**src/rtl/wb_load_stage_if.sv**
```systemverilog
// Memory-stage retire bus, data-bus read response and register-file write port of the writeback stage.
interface wb_load_stage_if;
  logic        in_valid;
  logic        except;
  logic [2:0]  in_kind;
  logic [1:0]  in_addr_lo;
  logic        in_wen;
  logic [4:0]  in_waddr;
  logic [31:0] in_result;
  logic        dbus_rvalid;
  logic [31:0] dbus_rdata;
  logic        stall;
  logic        reg_we;
  logic [4:0]  reg_waddr;
  logic [31:0] reg_wdata;
  logic        bus_timeout;

  modport master (
    output in_valid, except, in_kind, in_addr_lo, in_wen, in_waddr, in_result,
    output dbus_rvalid, dbus_rdata,
    input  stall, reg_we, reg_waddr, reg_wdata, bus_timeout
  );

  modport slave (
    input  in_valid, except, in_kind, in_addr_lo, in_wen, in_waddr, in_result,
    input  dbus_rvalid, dbus_rdata,
    output stall, reg_we, reg_waddr, reg_wdata, bus_timeout
  );
endinterface

```
**src/rtl/wb_load_stage.sv**
```systemverilog
// Writeback stage: registers retiring results (1-cycle latency), waits for load data with stall held
// while a load is outstanding, aligns/extends/merges it, and abandons loads after TIMEOUT wait cycles.
module wb_load_stage #(
  parameter int unsigned TIMEOUT = 16
) (
  input  logic          clk,
  input  logic          rst,
  wb_load_stage_if.slave bus
);

  localparam logic [0:0] ST_IDLE = 1'b0;
  localparam logic [0:0] ST_WAIT = 1'b1;

  localparam logic [2:0] K_LW  = 3'd0;
  localparam logic [2:0] K_LH  = 3'd1;
  localparam logic [2:0] K_LHU = 3'd2;
  localparam logic [2:0] K_LB  = 3'd3;
  localparam logic [2:0] K_LBU = 3'd4;
  localparam logic [2:0] K_LWL = 3'd5;
  localparam logic [2:0] K_LWR = 3'd6;
  localparam logic [2:0] K_NONE = 3'd7;

  localparam int unsigned CW = (TIMEOUT > 2) ? $clog2(TIMEOUT) : 1;
  localparam logic [CW-1:0] CNT_LAST = CW'((TIMEOUT == 0) ? 0 : TIMEOUT - 1);

  logic [0:0]    state_q, state_d;
  logic [CW-1:0] cnt_q, cnt_d;
  logic [2:0]    kind_q, kind_d;
  logic [1:0]    addr_lo_q, addr_lo_d;
  logic          wen_q, wen_d;
  logic [4:0]    waddr_q, waddr_d;
  logic [31:0]   rt_old_q, rt_old_d;
  logic          reg_we_q, reg_we_d;
  logic [4:0]    reg_waddr_q, reg_waddr_d;
  logic [31:0]   reg_wdata_q, reg_wdata_d;
  logic          bus_timeout_q, bus_timeout_d;

  logic          accept;
  logic [31:0]   ld_data;
  logic [15:0]   half;
  logic [7:0]    byte_sel;

  assign accept = bus.in_valid && !bus.except && (state_q == ST_IDLE);

  // Alignment uses the latched offset and the old rt value captured at accept.
  always_comb begin
    half     = addr_lo_q[1] ? bus.dbus_rdata[31:16] : bus.dbus_rdata[15:0];
    byte_sel = bus.dbus_rdata[8*addr_lo_q +: 8];
    ld_data  = bus.dbus_rdata;
    case (kind_q)
      K_LW:  ld_data = bus.dbus_rdata;
      K_LH:  ld_data = {{16{half[15]}}, half};
      K_LHU: ld_data = {16'h0000, half};
      K_LB:  ld_data = {{24{byte_sel[7]}}, byte_sel};
      K_LBU: ld_data = {24'h000000, byte_sel};
      K_LWL: begin
        case (addr_lo_q)
          2'd0:    ld_data = {bus.dbus_rdata[7:0],  rt_old_q[23:0]};
          2'd1:    ld_data = {bus.dbus_rdata[15:0], rt_old_q[15:0]};
          2'd2:    ld_data = {bus.dbus_rdata[23:0], rt_old_q[7:0]};
          default: ld_data = bus.dbus_rdata;
        endcase
      end
      K_LWR: begin
        case (addr_lo_q)
          2'd0:    ld_data = bus.dbus_rdata;
          2'd1:    ld_data = {rt_old_q[31:24], bus.dbus_rdata[31:8]};
          2'd2:    ld_data = {rt_old_q[31:16], bus.dbus_rdata[31:16]};
          default: ld_data = {rt_old_q[31:8],  bus.dbus_rdata[31:24]};
        endcase
      end
      default: ld_data = bus.dbus_rdata;
    endcase
  end

  always_comb begin
    state_d       = state_q;
    cnt_d         = cnt_q;
    kind_d        = kind_q;
    addr_lo_d     = addr_lo_q;
    wen_d         = wen_q;
    waddr_d       = waddr_q;
    rt_old_d      = rt_old_q;
    reg_we_d      = 1'b0;
    reg_waddr_d   = reg_waddr_q;
    reg_wdata_d   = reg_wdata_q;
    bus_timeout_d = 1'b0;
    case (state_q)
      ST_IDLE: begin
        if (accept) begin
          if (bus.in_kind == K_NONE) begin
            reg_we_d = bus.in_wen;
            if (bus.in_wen) begin
              reg_waddr_d = bus.in_waddr;
              reg_wdata_d = bus.in_result;
            end
          end else begin
            kind_d    = bus.in_kind;
            addr_lo_d = bus.in_addr_lo;
            wen_d     = bus.in_wen;
            waddr_d   = bus.in_waddr;
            rt_old_d  = bus.in_result;
            cnt_d     = '0;
            state_d   = ST_WAIT;
          end
        end
      end
      ST_WAIT: begin
        // except and in_valid are deliberately ignored: the waiting load is older and committed.
        if (bus.dbus_rvalid) begin
          reg_we_d = wen_q;
          if (wen_q) begin
            reg_waddr_d = waddr_q;
            reg_wdata_d = ld_data;
          end
          state_d = ST_IDLE;
        end else if ((TIMEOUT != 0) && (cnt_q == CNT_LAST)) begin
          bus_timeout_d = 1'b1;
          state_d       = ST_IDLE;
        end else begin
          cnt_d = cnt_q + CW'(1);
        end
      end
      default: state_d = ST_IDLE;
    endcase
  end

  always_ff @(posedge clk) begin
    if (rst) begin
      state_q       <= ST_IDLE;
      cnt_q         <= '0;
      kind_q        <= K_NONE;
      addr_lo_q     <= 2'd0;
      wen_q         <= 1'b0;
      waddr_q       <= 5'd0;
      rt_old_q      <= 32'h0;
      reg_we_q      <= 1'b0;
      reg_waddr_q   <= 5'd0;
      reg_wdata_q   <= 32'h0;
      bus_timeout_q <= 1'b0;
    end else begin
      state_q       <= state_d;
      cnt_q         <= cnt_d;
      kind_q        <= kind_d;
      addr_lo_q     <= addr_lo_d;
      wen_q         <= wen_d;
      waddr_q       <= waddr_d;
      rt_old_q      <= rt_old_d;
      reg_we_q      <= reg_we_d;
      reg_waddr_q   <= reg_waddr_d;
      reg_wdata_q   <= reg_wdata_d;
      bus_timeout_q <= bus_timeout_d;
    end
  end

  assign bus.stall       = (state_q == ST_WAIT) && !bus.dbus_rvalid;
  assign bus.reg_we      = reg_we_q;
  assign bus.reg_waddr   = reg_waddr_q;
  assign bus.reg_wdata   = reg_wdata_q;
  assign bus.bus_timeout = bus_timeout_q;

endmodule

```
**src/flat_wrapper.sv**
```systemverilog
// flat-port wrapper written by rule: the top's interface ports become plain ports
module wb_load_stage_flat 
#(
  parameter int unsigned TIMEOUT = 16
)
  (clk, rst, bus_in_valid, bus_except, bus_in_kind, bus_in_addr_lo, bus_in_wen, bus_in_waddr, bus_in_result, bus_dbus_rvalid, bus_dbus_rdata, bus_stall, bus_reg_we, bus_reg_waddr, bus_reg_wdata, bus_bus_timeout);
  wb_load_stage_if bus_i ();
  input  logic clk;
  input  logic rst;
  input wire logic [$bits(bus_i.in_valid)-1:0] bus_in_valid;
  input wire logic [$bits(bus_i.except)-1:0] bus_except;
  input wire logic [$bits(bus_i.in_kind)-1:0] bus_in_kind;
  input wire logic [$bits(bus_i.in_addr_lo)-1:0] bus_in_addr_lo;
  input wire logic [$bits(bus_i.in_wen)-1:0] bus_in_wen;
  input wire logic [$bits(bus_i.in_waddr)-1:0] bus_in_waddr;
  input wire logic [$bits(bus_i.in_result)-1:0] bus_in_result;
  input wire logic [$bits(bus_i.dbus_rvalid)-1:0] bus_dbus_rvalid;
  input wire logic [$bits(bus_i.dbus_rdata)-1:0] bus_dbus_rdata;
  output wire logic [$bits(bus_i.stall)-1:0] bus_stall;
  output wire logic [$bits(bus_i.reg_we)-1:0] bus_reg_we;
  output wire logic [$bits(bus_i.reg_waddr)-1:0] bus_reg_waddr;
  output wire logic [$bits(bus_i.reg_wdata)-1:0] bus_reg_wdata;
  output wire logic [$bits(bus_i.bus_timeout)-1:0] bus_bus_timeout;
  assign bus_i.in_valid = bus_in_valid;
  assign bus_i.except = bus_except;
  assign bus_i.in_kind = bus_in_kind;
  assign bus_i.in_addr_lo = bus_in_addr_lo;
  assign bus_i.in_wen = bus_in_wen;
  assign bus_i.in_waddr = bus_in_waddr;
  assign bus_i.in_result = bus_in_result;
  assign bus_i.dbus_rvalid = bus_dbus_rvalid;
  assign bus_i.dbus_rdata = bus_dbus_rdata;
  assign bus_stall = bus_i.stall;
  assign bus_reg_we = bus_i.reg_we;
  assign bus_reg_waddr = bus_i.reg_waddr;
  assign bus_reg_wdata = bus_i.reg_wdata;
  assign bus_bus_timeout = bus_i.bus_timeout;
  wb_load_stage #(.TIMEOUT(TIMEOUT)) u_core (.clk(clk), .rst(rst), .bus(bus_i));
endmodule
```
**config.mk**
```make
export PLATFORM = sky130hd
export DESIGN_NAME = wb_load_stage_flat
export DESIGN_NICKNAME = d
export VERILOG_FILES = /design/src/rtl/wb_load_stage_if.sv /design/src/rtl/wb_load_stage.sv /design/src/flat_wrapper.sv
export SDC_FILE = /design/constraint.sdc
export NUM_CORES = 1
export LEC_CHECK = 0
export CORE_MARGIN = 2
export CORE_UTILIZATION = 40
export CTS_BUF_LIST = sky130_fd_sc_hd__clkbuf_2 sky130_fd_sc_hd__clkbuf_4 sky130_fd_sc_hd__clkbuf_8
export DETAILED_ROUTE_END_ITERATION = 10
export PLACE_DENSITY = 0.65
export SETUP_SLACK_MARGIN = 0.2
export SYNTH_ARGS = -nofsm -noshare
export SYNTH_HDL_FRONTEND = slang
export SYNTH_SLANG_ARGS = --single-unit
```
**constraint.sdc**
```tcl
create_clock -name clk -period 3.8 [get_ports clk]
set_input_delay 1.14 -clock clk [delete_from_list [all_inputs] [get_ports clk]]
set_output_delay 1.14 -clock clk [all_outputs]
set_load 0.01 [all_outputs]
```
==> impl_metrics.json <==
{
  "status": "completed",
  "async_flop_share_pct": 0,
  "rows": 42,
  "routed_wl_um": 19100,
  "grt_max_degree": 46,
  "finalHoldViolations": 0,
  "syn_avg_cell_area_um2": 8.43,
  "final_cell_mix": "clkdlybuf4s50_1, nand2_1, dfxtp_1",
  "slew_headroom_pct": 42.2,
  "ant_nets": 0,
  "skew_ns": 0.0155,
  "seq_area_frac_synth_pct": 31.5,
  "final_common_cell": "clkdlybuf4s50_1",
  "crit_arrival_ns": 2.34,
  "coreArea_um2": 13400,
  "hpwl_um": 13400,
  "nets": 821,
  "viasPerCell": 6.17,
  "syn_nets": 738,
  "wire_per_inst_um": 20.8,
  "finalSetupViolations": 0,
  "cts_sinks": 87,
  "syn_inst": 657,
  "critPathLaunchType": "input port",
  "criticalPathCategory": "input port to primary output",
  "tns_ns": 0,
  "numPortBuffers": 119,
  "placed_area_um2": 6780,
  "ys_warn_count": 0,
  "postCtsSetupRepairBufs": 0,
  "initialDrtViolationCount": 547,
  "initial_core_util_pct": 41.3,
  "synth_top_area_cell": "dfxtp_1",
  "cp.required_ns": 2.66,
  "syn_to_final_growth_pct": 26.6,
  "power_density_nw_per_um2": 322,
  "cts_tree": "yes",
  "clock_path_buffers": 2,
  "grt_first_pass_wirelength_um": 29900,
  "grt_setup_unrepaired": "false",
  "grt.total_usage_pct": 26.0,
  "slowest_delay_ns": 0.56,
  "synth_top_area_share_pct": 31.5,
  "n_antenna_cell": 0,
  "synth_seq_cells": 87,
  "p_leak_nw": 2.38,
  "finalCritPeriodShare_pct": 91.6,
  "synth_cell_types": 47,
  "worstMarginPinSlew_ns": 0.868,
  "fmax_ghz": 0.287,
  "die_area_um2": 14800,
  "gp_congestion": 0.952,
  "holdWs_ns": 0.462,
  "drc": 0,
  "worstSetupEndpointType": "primary output",
  "path_clk_slew_ns": 0.09,
  "hold_class": "flop to flop",
  "insertion_delay_ns": 0.39,
  "drive_gt1_share_pct": 10.2,
  "cap_violations": 0,
  "cts_buffers": 9,
  "synth-edff-count": 0,
  "peakVddDrop_v": 0.000238,
  "critPathMaxFanout": 3,
  "fp.dieH_um": 122,
  "htreeDepth": 3,
  "crit_chain": "clkdlybuf4s50_1 -> nor2_2 -> clkdlybuf4s50_1",
  "io_pins": 120,
  "grt_overflow": 0,
  "cpMaxStageDelayCell": "clkdlybuf4s50_1",
  "grt_pass1_vias": 5391,
  "vias": 5678,
  "antenna_found_initial": 0,
  "synthesis.area_um2": 5540,
  "synth_top_cells_by_area": "dfxtp_1, mux2i_1, mux4_2, nand2_1, a21oi_1",
  "drtPass1Iterations": 5,
  "cts-root-buf": "clkbuf_8",
  "synth_top_flop_cell": "dfxtp_1",
  "die_x_um": 122,
  "crit_top_cell": "clkdlybuf4s50_1",
  "final_max_slew_viol_count": 0,
  "finalInstanceArea_um2": 7010,
  "layout_min_cycle_time_ns": 3.48
}
==> critical path, delay by kind of cell <==
family / cells / cell delay (ns)
buffers and inverters: 2 / 1.03
and+or+nand+nor: 1 / 0.17
==> area by class of cell <==
| cell class | count | area [µm²] |
|---|---|---|
| Fill cell | 1296 | 6390 |
| Multi-Input combinational cell | 502 | 3470 |
| Sequential cell | 87 | 1740 |
| Timing Repair Buffer | 137 | 1330 |
| Tap cell | 176 | 220 |
| Clock buffer | 11 | 145 |
| Clock inverter | 5 | 81.3 |
| Inverter | 3 | 11.3 |
==> metal layers <==
| metal | wire, µm | global-route usage (%) | share of wire [%] |
|---|---|---|---|
| met5 | 0 | 0 | 0 |
| met2 | 8570 | 40.9 | 45 |
| met1 | 8490 | 35.8 | 44 |
| met4 | 495 | 7.90 | 2.6 |
| met3 | 1580 | 5.57 | 8.2 |
==> synth_stat cells (3+ instances only) <==
cell,number
a211oi_1,41
clkbuf_1,34
nor3_1,12
a211o_1,21
nand3_1,4
nand3b_1,3
and3_1,9
dfxtp_1,87
nand2_1,102
mux2i_1,48
mux4_2,18
mux2_2,13
o22ai_1,8
buf_6,5
o2bb2ai_1,5
a22o_1,8
o211ai_1,6
nor2_1,51
o21ai_0,19
o21a_1,8
and2_1,3
buf_2,22
o221ai_1,24
a21oi_1,75
==> sequential cells by signal, indices dropped and copies added (netlist names) <==
| name | flops |
|---|---|
| u_core.bus.reg_wdata | 32 |
| u_core.rt_old_q | 32 |
| u_core.bus.reg_waddr | 5 |
| u_core.waddr_q | 5 |
| u_core.cnt_q | 4 |
| u_core.kind_q | 3 |
| u_core.addr_lo_q | 2 |
| u_core.bus.bus_timeout | 1 |
| u_core.bus.reg_we | 1 |
| u_core.state_q | 1 |
| u_core.wen_q | 1 |
==> repair_timing <==
action | CTS | global route
setup endpoints to repair | 0 | 1
gates resized for setup | 0 | 1
hold buffers | 0 | 0
==> metrics by stage <==
stage,utilization (%),total power [W],instances,setup WS (ns)
detailed placement,50.6,0.00151,905,0.255
CTS,52.3,0.00226,921,0.247
floorplan,-,0.00129,657,1.27
global route,52.3,0.00234,921,0.251
global placement,50.6,0.00150,905,0.288
finish,52.3,0.00225,921,0.320
==> where the power goes <==
part	leakage, nW	switching (W)	total [W]	internal (W)
Sequential	0.707	0.0000392	0.000981	0.000942
Clock	0.113	0.000357	0.000753	0.000396
Combinational	1.56	0.000286	0.000520	0.000234
==> final timing paths <==
| path | start | endpoint | slack [ns] | depth (start not counted) |
|---|---|---|---|---|
| max | bus_dbus_rvalid | bus_stall | 0.32 | 3 |
| min | u_core.waddr_q[1] | u_core.waddr_q[1] | 0.46 | 2 |
| max reg2reg | u_core.kind_q[2] | u_core.bus.reg_wdata[25] | 1.26 | 5 |
| min reg2reg | u_core.waddr_q[1] | u_core.waddr_q[1] | 0.46 | 2 |
==> cells by family after synthesis <==
logic type               synth area share [%]
AND/OR/NAND/NOR                          15.3
buffers and inverters                    6.21
XOR/XNOR                                0.475
AO/OA/AOI/OAI                            27.2
flip-flops                               31.5
adder cells (fa/ha/maj)                 0.226
multiplexers                             19.1
(Power assumes the default switching activity.)
